### src/rtl/sa_latch_rf_wr_ctrl.sv
// Write sequencer for a negedge-capture latch register file: SETUP/OPEN/CLOSE per write.
// Optional even-parity bit on the latch data bus when SA_LRF_PARITY_EN is defined.
module sa_latch_rf_wr_ctrl #(
    parameter int DW    = 32,
    parameter int DEPTH = 8,
    parameter int AW    = $clog2(DEPTH)
) (
    input  logic             nvdla_core_clk,
    input  logic             nvdla_core_rst,
    input  logic             wr_valid,
    output logic             wr_ready,
    input  logic [AW-1:0]    wr_addr,
    input  logic [DW-1:0]    wr_data,
    input  logic             clr,
`ifdef SA_LRF_PARITY_EN
    output logic [DW:0]      lat_d,
`else
    output logic [DW-1:0]    lat_d,
`endif
    output logic [DEPTH-1:0] lat_en,
    output logic [DEPTH-1:0] entry_vld,
    output logic             wr_done,
    output logic             wr_err,
    output logic             busy
);

`ifdef SA_LRF_PARITY_EN
    localparam int LW = DW + 1;
`else
    localparam int LW = DW;
`endif
    localparam logic [AW:0]       DEPTH_L = (AW+1)'(DEPTH);
    localparam logic [DEPTH-1:0]  ONE     = DEPTH'(1);

    typedef enum logic [1:0] {IDLE, SETUP, OPEN, CLOSE} state_e;

    state_e           state_q, state_d;
    logic [AW-1:0]    addr_q, addr_d;
    logic [LW-1:0]    latd_q, latd_d;
    logic [DEPTH-1:0] en_q, en_d;
    logic [DEPTH-1:0] vld_q, vld_d;
    logic             done_q, done_d;
    logic             err_q, err_d;
    logic             busy_q, busy_d;
    logic             transfer;
    logic             in_range;
    logic [DEPTH-1:0] sel;

    assign wr_ready = (state_q == IDLE) || (state_q == CLOSE);
    assign transfer = wr_valid && wr_ready;
    assign in_range = {1'b0, addr_q} < DEPTH_L;
    assign sel      = in_range ? (ONE << addr_q) : '0;

    always_comb begin
        state_d = state_q;
        addr_d  = addr_q;
        latd_d  = latd_q;
        en_d    = '0;
        vld_d   = clr ? '0 : vld_q;
        done_d  = 1'b0;
        err_d   = 1'b0;
        if (transfer) begin
            addr_d = wr_addr;
`ifdef SA_LRF_PARITY_EN
            latd_d = {^wr_data, wr_data};
`else
            latd_d = wr_data;
`endif
        end
        unique case (state_q)
            IDLE:  if (transfer) state_d = SETUP;
            SETUP: begin
                state_d = OPEN;
                en_d    = sel;
            end
            // en drops at this edge: the latch captures, so the write is done
            OPEN: begin
                state_d = CLOSE;
                done_d  = 1'b1;
                err_d   = !in_range;
                vld_d   = vld_d | sel;
            end
            CLOSE: state_d = transfer ? SETUP : IDLE;
            default: state_d = IDLE;
        endcase
        busy_d = (state_d != IDLE);
    end

    always_ff @(posedge nvdla_core_clk) begin
        if (nvdla_core_rst) begin
            state_q <= IDLE;
            addr_q  <= '0;
            latd_q  <= '0;
            en_q    <= '0;
            vld_q   <= '0;
            done_q  <= 1'b0;
            err_q   <= 1'b0;
            busy_q  <= 1'b0;
        end else begin
            state_q <= state_d;
            addr_q  <= addr_d;
            latd_q  <= latd_d;
            en_q    <= en_d;
            vld_q   <= vld_d;
            done_q  <= done_d;
            err_q   <= err_d;
            busy_q  <= busy_d;
        end
    end

    assign lat_d     = latd_q;
    assign lat_en    = en_q;
    assign entry_vld = vld_q;
    assign wr_done   = done_q;
    assign wr_err    = err_q;
    assign busy      = busy_q;

endmodule

### config.mk
export PLATFORM = sky130hd
export DESIGN_NAME = sa_latch_rf_wr_ctrl
export DESIGN_NICKNAME = d
export VERILOG_FILES = /design/src/rtl/sa_latch_rf_wr_ctrl.sv
export SDC_FILE = /design/constraint.sdc
export NUM_CORES = 1
export LEC_CHECK = 0
export CAP_MARGIN = 40
export CORE_MARGIN = 1
export CORE_UTILIZATION = 30
export DETAILED_ROUTE_END_ITERATION = 10
export PLACE_DENSITY_LB_ADDON = 0.3
export SLEW_MARGIN = 40
export SYNTH_ARGS = -nofsm -noshare
export SYNTH_HDL_FRONTEND = slang
export SYNTH_SLANG_ARGS = --single-unit
### constraint.sdc
create_clock -name nvdla_core_clk -period 2.7 [get_ports nvdla_core_clk]
set_clock_uncertainty 0.1 [all_clocks]
set_input_delay 0.54 -clock nvdla_core_clk [delete_from_list [all_inputs] [get_ports nvdla_core_clk]]
set_output_delay 0.54 -clock nvdla_core_clk [all_outputs]
set_load 0.005 [all_outputs]
==> flow_summary.toml, run 1 <==
[route]
drc = 7
vias = 1805
first_pass_iters = 7
ant_nets = 0
totalWireLength_um = 4652
vias_per_cell = 4.558
drt-initial-drc-count = 62
routedWlPerCell_um = 11.75

[global_routing]
met2_usage = 0.2377
grt_pass1_wl_um = 7941
grt_use_total = 0.1386
busiest_layer = "met2"
grt_max_degree = 30
use_met1 = 0.1639
antenna_found_initial = 0
gr-total-overflow = 0
grt_pass1_vias = 1747
use_met3 = 0.04352

[status]
outcome = "finished, violations left"
violations = "design-rule violations"

[synthesis]
syn_inst = 235
syn_area_per_cell_um2 = 8.609
yosysWarnings = 0
yosysUniqueCellTypes = 24
ys_seq_elements = 55
ys_seq_area_frac = 0.5442
syn-cell-area_um2 = 2023
syn-num-nets = 278

[hold_path]
hp-class = "register to register"

[floorplanning]
initial_utilization = 0.3150
die_w_um = 84.12
rows = 29
dieArea_um2 = 7076
io_pins = 91
core_um2 = 6422
die_y_um = 84.12

[clock_network]
cts_hold_buf = 0
postCtsSetupRepairBufs = 0
path_clk_slew_ns = 0.10
cts_tree = "done"
cts_made_buffers = 5
clockBufferDepth = 2
root_buffer = "clkbuf_8"
clk_latency_ns = 0.30
clock-sinks = 55
cts.repair.resized = 0
htreeDepth = 2

[sta]
hold_ws_ns = 0.3570
worst_slew_pin_slew_ns = 0.5769
slew_headroom = 0.6154
finalSetupViolCount = 0
grt_setup_unrepaired = "false"
slew_violations = 0
hold_violations = 0
fmax_ghz = 0.4232
setup_ws_ns = 0.3373
setup_tns_ns = 0
period_needed_ns = 2.363
finalCritPeriodShare = 0.8751

[worst_setup_path]
path_max_fanout = 5
crit_arrival_ns = 1.72
cp-end-kind = "primary output"
critPathKind = "register to primary output"
crit_required_ns = 2.06
start_kind = "register"

[cells_and_area]
mostFrequentLayoutCell = "clkdlybuf4s50_1"
final_nets = 361
layout_common_cells = "clkdlybuf4s50_1, nand2_1, dfxtp_1, a21oi_1, nor2_1"
diodes = 0
syn2layout_area_growth_pct = 50.59
final_core_util = 0.4744
drive_above_1_share = 0.05329

[placed_design]
gp_congestion = 0.6908
hpwl_um = 3233
place_ws_ns = 0.6869
port_buffers = 89

[pwr]
power_density_nw_per_um2 = 865.3
p_leak_nw = 1.122
ir_drop_mv = 0.3378

[job]
maxCapViolations = 0
## state kept, by name (all words and copies together) (netlist names)
name / count
lat_d: 32
entry_vld: 8
lat_en: 8
addr_q: 3
state_q: 2
busy: 1
wr_done: 1
## cell type report
type                       count  area, µm²
multi-input combinational    159      769.5
sequential                    55       1101
timing repair buffer          93      928.4
clock inverter                 3      67.56
tap                           77      96.34
inverter                       4      15.01
clock buffer                   5      68.82
fill                         636       3376
## per-layer routing
layer  wire length, µm  share of wire  vias up
met2              2196           0.47       55
met3               317          0.068        4
met4                51          0.011        0
li1                  -              -      923
met5                 0              0        -
met1              2087           0.45      823
## cells by family after synthesis
| kind of cell | count (synthesis) | synth area share |
|---|---|---|
| other | 1 | 0.001854 |
| buffers and inverters | 21 | 0.07544 |
| flip-flops | 55 | 0.5442 |
| adder cells (fa/ha/maj) | 4 | 0.02474 |
| AO/OA/AOI/OAI | 45 | 0.1274 |
| AND/OR/NAND/NOR | 109 | 0.2264 |
## power by group
| group | total (mW) | switching (mW) | internal, mW | leakage (nW) |
|---|---|---|---|---|
| registers | 1.05 | 0.0947 | 0.958 | 0.449 |
| logic | 0.946 | 0.459 | 0.487 | 0.608 |
| clock network | 0.638 | 0.268 | 0.370 | 0.0644 |
## Yosys cell counts
cell type / instances / area [µm²]
nor3_1: 7 / 35.03
buf_8: 3 / 45.04
buf_4: 6 / 45.04
nor4_1: 1 / 6.260
inv_1: 4 / 15.01
ha_1: 4 / 50.05
conb_1: 1 / 3.750
a32oi_1: 4 / 35.03
nor2b_1: 6 / 37.54
buf_2: 2 / 10.01
or2_2: 1 / 6.260
a21oi_1: 35 / 175.2
clkbuf_4: 2 / 15.01
nand4_1: 1 / 6.260
clkbuf_1: 3 / 11.26
buf_6: 1 / 11.26
a21oi_2: 2 / 17.52
dfxtp_1: 55 / 1101
nand2_1: 74 / 277.8
nand2b_1: 5 / 31.28
a211oi_1: 1 / 7.510
nor2_1: 13 / 48.80
a22oi_1: 3 / 22.52
nor2b_2: 1 / 8.760
## worst max-delay path, stage by stage (launching register included)
cell             delay, ns
dfxtp_1               0.38
inv_1                 0.07
ha_1                  0.36
inv_1                 0.10
clkdlybuf4s50_1       0.50
## per-stage QoR
stage	total power, mW	cell area (µm²)	cells
floorplan	1.657	2023	235
global placement	2.012	2910	388
detailed placement	2.033	2910	388
CTS	2.685	3047	396
global route	2.827	3047	396
finish	2.636	3047	396
## worst paths after layout
| check | from | endpoint | slack [ns] | cells past startpoint |
|---|---|---|---|---|
| setup / recovery | state_q[0] | wr_ready | 0.34 | 4 |
| hold / removal | lat_d[7] | lat_d[7] | 0.36 | 2 |
| setup reg to reg | state_q[0] | lat_d[18] | 0.86 | 6 |
| hold reg to reg | lat_d[7] | lat_d[7] | 0.36 | 2 |
Power figures use the tool's default switching activity.
==> inputs of run 2 (changes only) <==
--- a/config.mk
+++ b/config.mk
@@ -7,7 +7,7 @@
 export LEC_CHECK = 0
 export CAP_MARGIN = 40
 export CORE_MARGIN = 1
-export CORE_UTILIZATION = 30
+export CORE_UTILIZATION = 44
 export DETAILED_ROUTE_END_ITERATION = 10
 export PLACE_DENSITY_LB_ADDON = 0.3
 export SLEW_MARGIN = 40
==> run 2 against run 1 <==
Net effect:
- the flow now finishes without violations
- clock-buffer cell count up 1
- register-to-register slack better by 0.20 ns
- design area is 1.8% lower
- critical path depth stayed put
- sequential share of layout area grew 0.67 points
- final cell count fell by 6.1%
- non-clock buffer count grew 1
- utilization increased by 21 points
- via count is 0.61% lower
- sequential cell count did not move
- critical path type unchanged
- highest routed layer unchanged
==> flow_summary.toml, run 2 (synthesis results as in run 1) <==
[sta]
hold_ws_ns = 0.3567
period_needed_ns = 2.387
slew_violations = 0
setup_tns_ns = 0
finalCritPeriodShare = 0.8841
fmax_ghz = 0.4189
finalSetupViolCount = 0
setup_ws_ns = 0.3128
hold_violations = 0
grt_setup_unrepaired = "false"

[placed_design]
port_buffers = 89
dpl_cell_area_um2 = 2874
place_ws_ns = 0.6624
hpwl_um = 2958
dpl.cell_count = 364
gp_congestion = 0.6870

[clock_network]
cts_made_buffers = 5
clk_latency_ns = 0.29
clock-sinks = 55
cts_hold_buf = 0
clockBufferDepth = 2
cts_tree = "done"
htreeDepth = 2
root_buffer = "clkbuf_8"
postCtsSetupRepairBufs = 0
path_clk_slew_ns = 0.09
cts.repair.resized = 0

[floorplanning]
rows = 24
dieArea_um2 = 4873
initial_utilization = 0.4615
io_pins = 91
core_um2 = 4384
die_w_um = 69.81
die_y_um = 69.81

[worst_setup_path]
cp-end-kind = "primary output"
r2r_setup_slack_ns = 1.06
rr_endpoint = "busy"
path_max_fanout = 5
crit_arrival_ns = 1.75
cp_common_cell = "inv_1"
cp_cell_sequence = "inv_1 > ha_1 > inv_1 > clkdlybuf4s50_1"
critPathKind = "register to primary output"
slowest_delay_ns = 0.53
worstReg2RegStart = "state_q[0]"
start_kind = "register"
r2r_cells = 5
crit_required_ns = 2.06
slowest_stage = "clkdlybuf4s50_1"

[cells_and_area]
fin_cells = 372
fill_cells = 378
drive_above_1_share = 0.05625
syn2layout_area_growth_pct = 47.87
final_nets = 362
final_core_util = 0.6824
diodes = 0
seqCellArea_um2 = 1101
final_area_um2 = 2992
largest_reg_flops = 32
mostFrequentLayoutCell = "clkdlybuf4s50_1"
multi_input_area_um2 = 769.5
layout_common_cells = "clkdlybuf4s50_1, nand2_1, dfxtp_1, a21oi_1, nor2_1"

[route]
drt-initial-drc-count = 229
vias_per_cell = 4.823
drc = 0
routedWlPerCell_um = 11.55
first_pass_iters = 4
totalWireLength_um = 4296
vias = 1794
ant_nets = 0

[hold_path]
min_to = "lat_d[6]"
hp-start = "lat_d[6]"
hp-class = "register to register"
hold_depth = 2

[pwr]
p_leak_nw = 1.118
power_density_nw_per_um2 = 844.1
ir_drop_mv = 0.4525
p_total_mw = 2.525

[global_routing]
grt_pass1_vias = 1731
grt_use_total = 0.1896
antenna_found_initial = 0
grt_pass1_wl_um = 7465
grt_max_degree = 26
gr-total-overflow = 0

[job]
maxCapViolations = 0

[status]
outcome = "finished clean"
[run 2: cell count changes in the layout (fill, tap and decap cells not counted)]
cell        delta
buf_12         -1
buf_4          +2
bufinv_16      -1
clkbuf_8       +1
clkinv_2       +1
clkinvlp_4     -1
[run 2: worst max-delay path by stage]
| stage | to | slack [ns] | start |
|---|---|---|---|
| 2_1_floorplan | lat_d[12] | 1.19 | state_q[0] |
| 4_1_cts | wr_ready | 0.31 | state_q[0] |
| 5_1_grt | wr_ready | 0.25 | state_q[0] |
| 3_3_place_gp | wr_ready | 0.70 | state_q[0] |
| 3_5_place_dp | wr_ready | 0.66 | state_q[0] |
| 6_report | wr_ready | 0.31 | state_q[0] |
[run 2: cell type report]
cell class | count | share of cell area
timing repair buffer | 94 | 0.3087
clock buffer | 6 | 0.02760
inverter | 4 | 0.005019
sequential | 55 | 0.3680
multi-input combinational | 159 | 0.2572
clock inverter | 2 | 0.01171
tap | 52 | 0.02175
[run 2: power by group]
group	switching, mW	total [mW]	internal, mW
registers	0.0936	1.05	0.958
logic	0.448	0.927	0.478
clock network	0.247	0.547	0.300
total	0.789	2.53	1.74
[run 2: critical path: cells and delay by family (launching register included)]
family	cells	cell delay [ns]
DFF	1	0.39
adders and majority gates	1	0.36
buffers and inverters	3	0.70
[run 2: metal layers]
metal / routed length [µm] / global-route usage
met5: 0 / 0
met4: 51 / 0.06889
met3: 255 / 0.06395
met2: 2098 / 0.3237
met1: 1890 / 0.2194
==> inputs of run 3 (changes only) <==
--- a/config.mk
+++ b/config.mk
@@ -6,7 +6,6 @@
 export NUM_CORES = 1
 export LEC_CHECK = 0
 export CAP_MARGIN = 40
-export CORE_MARGIN = 1
 export CORE_UTILIZATION = 44
 export DETAILED_ROUTE_END_ITERATION = 10
 export PLACE_DENSITY_LB_ADDON = 0.3
==> results of run 3 <==
The final DEF is identical to that of run 2; final timing and power are the same.
